File: config.mk
export PLATFORM = sky130hd
export DESIGN_NAME = mux2_sel_seq
export DESIGN_NICKNAME = d
export VERILOG_FILES = /design/src/rtl/mux2_pkg.sv /design/src/rtl/mux2_dwell_cnt.sv /design/src/rtl/mux2_sel_seq.sv
export SDC_FILE = /design/constraint.sdc
export NUM_CORES = 1
export LEC_CHECK = 0
export CORE_ASPECT_RATIO = 1.1
export CORE_MARGIN = 8
export CORE_UTILIZATION = 46
export CTS_BUF_LIST = sky130_fd_sc_hd__clkbuf_8
export DETAILED_ROUTE_END_ITERATION = 7
export MAX_ROUTING_LAYER = met4
export PLACE_DENSITY_LB_ADDON = 0.05
export SKIP_CTS_REPAIR_TIMING = 1
export SKIP_LAST_GASP = 1
export SLEW_MARGIN = 20
export SYNTH_ARGS = -nofsm -noshare
export SYNTH_HDL_FRONTEND = slang
export SYNTH_SLANG_ARGS = --single-unit
File: constraint.sdc
create_clock -name clk -period 2.3 [get_ports clk]
set_clock_uncertainty 0.15 [all_clocks]
set_input_delay 0.23 -clock clk [delete_from_list [all_inputs] [get_ports clk]]
set_output_delay 0.23 -clock clk [all_outputs]
set_load 0.05 [all_outputs]
File: src/rtl/mux2_pkg.sv
// Shared types and defaults for the mux2 selector driver slice.
package mux2_pkg;

  typedef enum logic [2:0] {
    IDLE    = 3'd0,
    FORCE_A = 3'd1,
    FORCE_B = 3'd2,
    ALT     = 3'd3,
    BURST   = 3'd4
  } state_t;

  typedef enum logic [1:0] {
    M_A     = 2'b00,
    M_B     = 2'b01,
    M_ALT   = 2'b10,
    M_BURST = 2'b11
  } mode_t;

  localparam int unsigned DEF_WIDTH     = 4;
  localparam int unsigned DEF_CNT_W     = 4;
  localparam int unsigned DEF_BURST_TGL = 8;

  // State entered from IDLE on an accepted start.
  function automatic state_t state_for_mode(input mode_t m);
    state_t st;
    st = IDLE;
    case (m)
      M_A:     st = FORCE_A;
      M_B:     st = FORCE_B;
      M_ALT:   st = ALT;
      M_BURST: st = BURST;
      default: st = IDLE;
    endcase
    return st;
  endfunction

endpackage

File: src/rtl/mux2_dwell_cnt.sv
// Dwell counter: counts 0..period and strobes wrap on the terminal count.
module mux2_dwell_cnt
  import mux2_pkg::*;
#(
  parameter int unsigned CNT_W = DEF_CNT_W
) (
  input  logic             clk,
  input  logic             reset,
  input  logic             clr,
  input  logic             en,
  input  logic [CNT_W-1:0] period,
  output logic [CNT_W-1:0] cnt,
  output logic             wrap
);

  assign wrap = en && (cnt == period);

  always_ff @(posedge clk or posedge reset) begin
    if (reset) begin
      cnt <= '0;
    end else if (clr) begin
      cnt <= '0;
    end else if (en) begin
      cnt <= wrap ? '0 : cnt + 1'b1;
    end
  end

endmodule

File: src/rtl/mux2_sel_seq.sv
// Operand registers and select-line sequencer driving the 4-bit 2:1 selector.
module mux2_sel_seq
  import mux2_pkg::*;
#(
  parameter int unsigned WIDTH     = DEF_WIDTH,
  parameter int unsigned CNT_W     = DEF_CNT_W,
  parameter int unsigned BURST_TGL = DEF_BURST_TGL
) (
  input  logic             clk,
  input  logic             reset,
  input  logic [WIDTH-1:0] din,
  input  logic             ld_a,
  input  logic             ld_b,
  input  logic [1:0]       mode,
  input  logic [CNT_W-1:0] period,
  input  logic             start,
  input  logic             stop,
  output logic [WIDTH-1:0] a,
  output logic [WIDTH-1:0] b,
  output logic             s,
  output logic             busy,
  output logic             tgl
);

  localparam int unsigned TC_W = $clog2(BURST_TGL) + 1;
  localparam logic [TC_W-1:0] TC_LAST = TC_W'(BURST_TGL - 1);

  state_t           state;
  mode_t            mode_q;
  logic [CNT_W-1:0] period_q;
  logic [TC_W-1:0]  tcnt;
  logic [CNT_W-1:0] cnt;
  logic             wrap;
  logic             cnt_clr;
  logic             cnt_en;
  logic             accept;
  logic             toggling;

  assign accept   = (state == IDLE) && start && !stop;
  assign toggling = (state == ALT) || (state == BURST);

  always_comb begin
    cnt_clr = 1'b0;
    cnt_en  = 1'b0;
    if (accept || (state != IDLE && stop)) begin
      cnt_clr = 1'b1;
    end else if (toggling) begin
      cnt_en = 1'b1;
    end
  end

  mux2_dwell_cnt #(
    .CNT_W (CNT_W)
  ) u_dwell (
    .clk    (clk),
    .reset  (reset),
    .clr    (cnt_clr),
    .en     (cnt_en),
    .period (period_q),
    .cnt    (cnt),
    .wrap   (wrap)
  );

  always_ff @(posedge clk or posedge reset) begin
    if (reset) begin
      a <= '0;
      b <= '0;
    end else begin
      if (ld_a) a <= din;
      if (ld_b) b <= din;
    end
  end

  always_ff @(posedge clk or posedge reset) begin
    if (reset) begin
      state    <= IDLE;
      mode_q   <= M_A;
      period_q <= '0;
      tcnt     <= '0;
      s        <= 1'b0;
      busy     <= 1'b0;
      tgl      <= 1'b0;
    end else begin
      tgl <= 1'b0;
      case (state)
        IDLE: begin
          s    <= 1'b0;
          busy <= 1'b0;
          if (accept) begin
            mode_q   <= mode_t'(mode);
            period_q <= period;
            tcnt     <= '0;
            state    <= state_for_mode(mode_t'(mode));
            s        <= (mode_t'(mode) == M_B);
            busy     <= 1'b1;
          end
        end
        FORCE_A, FORCE_B: begin
          if (stop) begin
            state <= IDLE;
            s     <= 1'b0;
            busy  <= 1'b0;
            tcnt  <= '0;
          end
        end
        ALT, BURST: begin
          if (stop) begin
            state <= IDLE;
            s     <= 1'b0;
            busy  <= 1'b0;
            tcnt  <= '0;
          end else if (wrap) begin
            s   <= ~s;
            tgl <= 1'b1;
            if (mode_q == M_BURST) begin
              // Final burst toggle lands s on 0 because BURST_TGL is even.
              if (tcnt == TC_LAST) begin
                state <= IDLE;
                busy  <= 1'b0;
                tcnt  <= '0;
              end else begin
                tcnt <= tcnt + 1'b1;
              end
            end
          end
        end
        default: begin
          state <= IDLE;
          s     <= 1'b0;
          busy  <= 1'b0;
          tcnt  <= '0;
        end
      endcase
    end
  end

endmodule
==> results.yml <==
status:
  status: "completed"
place:
  placed_area_sq_um: 1750
  gp_congestion: 0.802
  port_buffers: 26
  dp_hpwl_um: 2200
power:
  swShare_pct: 26.5
  comb_power_share_pct: 22.1
  power_frac_seq_pct: 47.1
  p_clk_share_pct: 30.8
  internal_power_uw: 895
  p_sw_uw: 323
  cellLeakagePower_nw: 0.777
  ir_worst_vdd_uv: 342
  power_density_nw_per_um2: 667
die:
  die_y_um: 74.4
  core_sq_um: 3000
  die_w_um: 69.1
  initial_core_util_pct: 47.7
  io_pins: 27
  rows: 21
  fp.dieArea_sq_um: 5140
route:
  wire_per_inst_um: 14.6
  drtAntennaViolNets: 0
  vias_per_cell: 5.59
  totalWireLength_um: 2790
  drc: 0
  drt_iter0_markers: 21
  vias: 1074
  first_pass_iters: 6
worst_setup_path:
  worstSetupEndpointType: "register"
  cp_max_fo: 9
  critPathRequiredTime_ps: 2340
  critPathLaunchType: "register"
  path_class: "register to register"
  cp.arrival_ps: 2110
sta:
  max_freq_mhz: 482
  rsz0062_at_grt: "no"
  slew_violations: 0
  period_share_pct: 90.1
  slew_headroom_pct: 65.6
  worst_pin_slew_ps: 514
  hold_violations: 0
  finalSetupViolCount: 0
  finalSetupTns_ps: 0
  fin_crit_ps: 2070
finish:
  layout_commonest_cell: "dfrtp_1"
  area_delta_synth_final_pct: 27.9
  layout_common_cells: "dfrtp_1 (28), clkdlybuf4s50_1 (26), mux2_2 (15)"
  drive_gt1_share_pct: 17.7
  antennaDiodeCount: 0
  fin_nets: 181
  postLayoutCellArea_sq_um: 1830
clocking:
  numClockSinks: 28
  cts_tree: "yes"
  cts_root_buf: "clkbuf_8"
  path_clk_slew_ps: 90
  numCtsBuffers: 3
  clk_path_buf_depth: 2
  clk_latency_ps: 270
  htree_levels: 1
logic_synthesis:
  ys_warn_count: 0
  syn-num-nets: 148
  synth_top_area_share_pct: 49.1
  seq_area_frac_synth_pct: 49.1
  yosys-top-cells-area: "dfrtp_1 (49%), mux2_2 (12%), ha_1 (5.3%), xnor2_1 (3.1%), nand2_1 (2.6%)"
  ys_async_sr_fraction_pct: 100
  synth-main-ff-cell: "dfrtp_1"
  ys_types: 39
  ys_ff_latch: 28
  synth_edf_count: 0
  synth_area_sq_um: 1430
  postSynthCellCount: 126
  synth_top_cell_by_area: "dfrtp_1"
  syn_area_per_cell_sq_um: 11.3
hold_path:
  min_path_type: "input port to async pin"
grt:
  grt_start_max_net_pins: 29
  grt_first_pass_wirelength_um: 4920
  grt_use_total_pct: 11.6
  grt_pass1_vias: 1114
  overflow: 0
  antenna_found_initial: 0
run:
  maxCapViolCount: 0
[kinds of logic (layout without fill, tap and decap cells)]
kind of cell	count (synthesis)	in the layout	synth area share, %
adder cells (fa/ha/maj)	6	6	5.26
flip-flops	28	28	49.1
XOR/XNOR	6	6	3.68
AND/OR/NAND/NOR	37	37	14.5
AO/OA/AOI/OAI	24	24	11.9
buffers and inverters	9	41	3.07
multiplexers	16	16	12.5
[layout make-up]
class                   instances  area, sq um
inverters                       4         15.0
fillers                       264         1170
repair buffers                 33          313
multi-input cells              89          683
clock buffers                   3         41.3
clock inverters                 1         30.0
well taps                      34         42.5
flip-flops and latches         28          701
[worst max-delay path, stage by stage (launching register included)]
cell and delay [ps]:
dfrtp_1 490, or3b_1 430, a21o_1 260, or4_1 510, o211ai_1 160
[routing by layer]
layer,share of wire [%],global-route usage (%)
met2,47,19.4
met1,47,13.6
met4,0.89,4.10
met3,4.5,2.67
met5,0,-
[power by group through the flow]
stage               registers [mW]  clock network [mW]  logic [mW]
floorplan                    0.634                   0       0.119
global placement             0.583                   0       0.267
detailed placement           0.586                   0       0.272
CTS                          0.576               0.386       0.273
global route                 0.582               0.407       0.292
finish                       0.574               0.375       0.269
[per-stage QoR]
stage          hold slack [ps]  total power, mW  setup WS, ps  utilization, %  cells
3_3_place_gp               339            0.850           268            58.6    188
6_report                   180             1.22           227            60.9    192
2_1_floorplan              145            0.753           342               -    126
5_1_grt                    218             1.28           143            60.9    192
3_5_place_dp               345            0.858           224            58.6    188
4_1_cts                    197             1.23           227            60.9    192
[final timing paths]
path / from / endpoint / slack (ps) / cells past startpoint
hold / removal: reset / tcnt[2] / 180 / 3
setup / recovery: state[1] / tcnt[3] / 230 / 4
setup reg to reg: state[1] / tcnt[3] / 230 / 4
max in group asynchronous: reset / period_q[0] / 1560 / 3
min in group clk: a[0] / a[0] / 360 / 1
hold reg to reg: a[0] / a[0] / 360 / 1
[cell usage after synthesis (3+ instances only)]
library cell / n
a21oi_1: 3
dfrtp_1: 28
ha_1: 6
inv_1: 4
mux2_2: 15
nand2_1: 10
nand3_1: 5
nor2_1: 5
o211ai_1: 3
o21ai_0: 6
xnor2_1: 5
[flip-flops by register name, indices dropped and copies added, names as in the netlist]
signal / flops
a: 4
b: 4
period_q: 4
tcnt: 4
u_dwell.cnt: 4
state: 3
mode_q: 2
busy: 1
s: 1
tgl: 1
(Power assumes the default switching activity.)
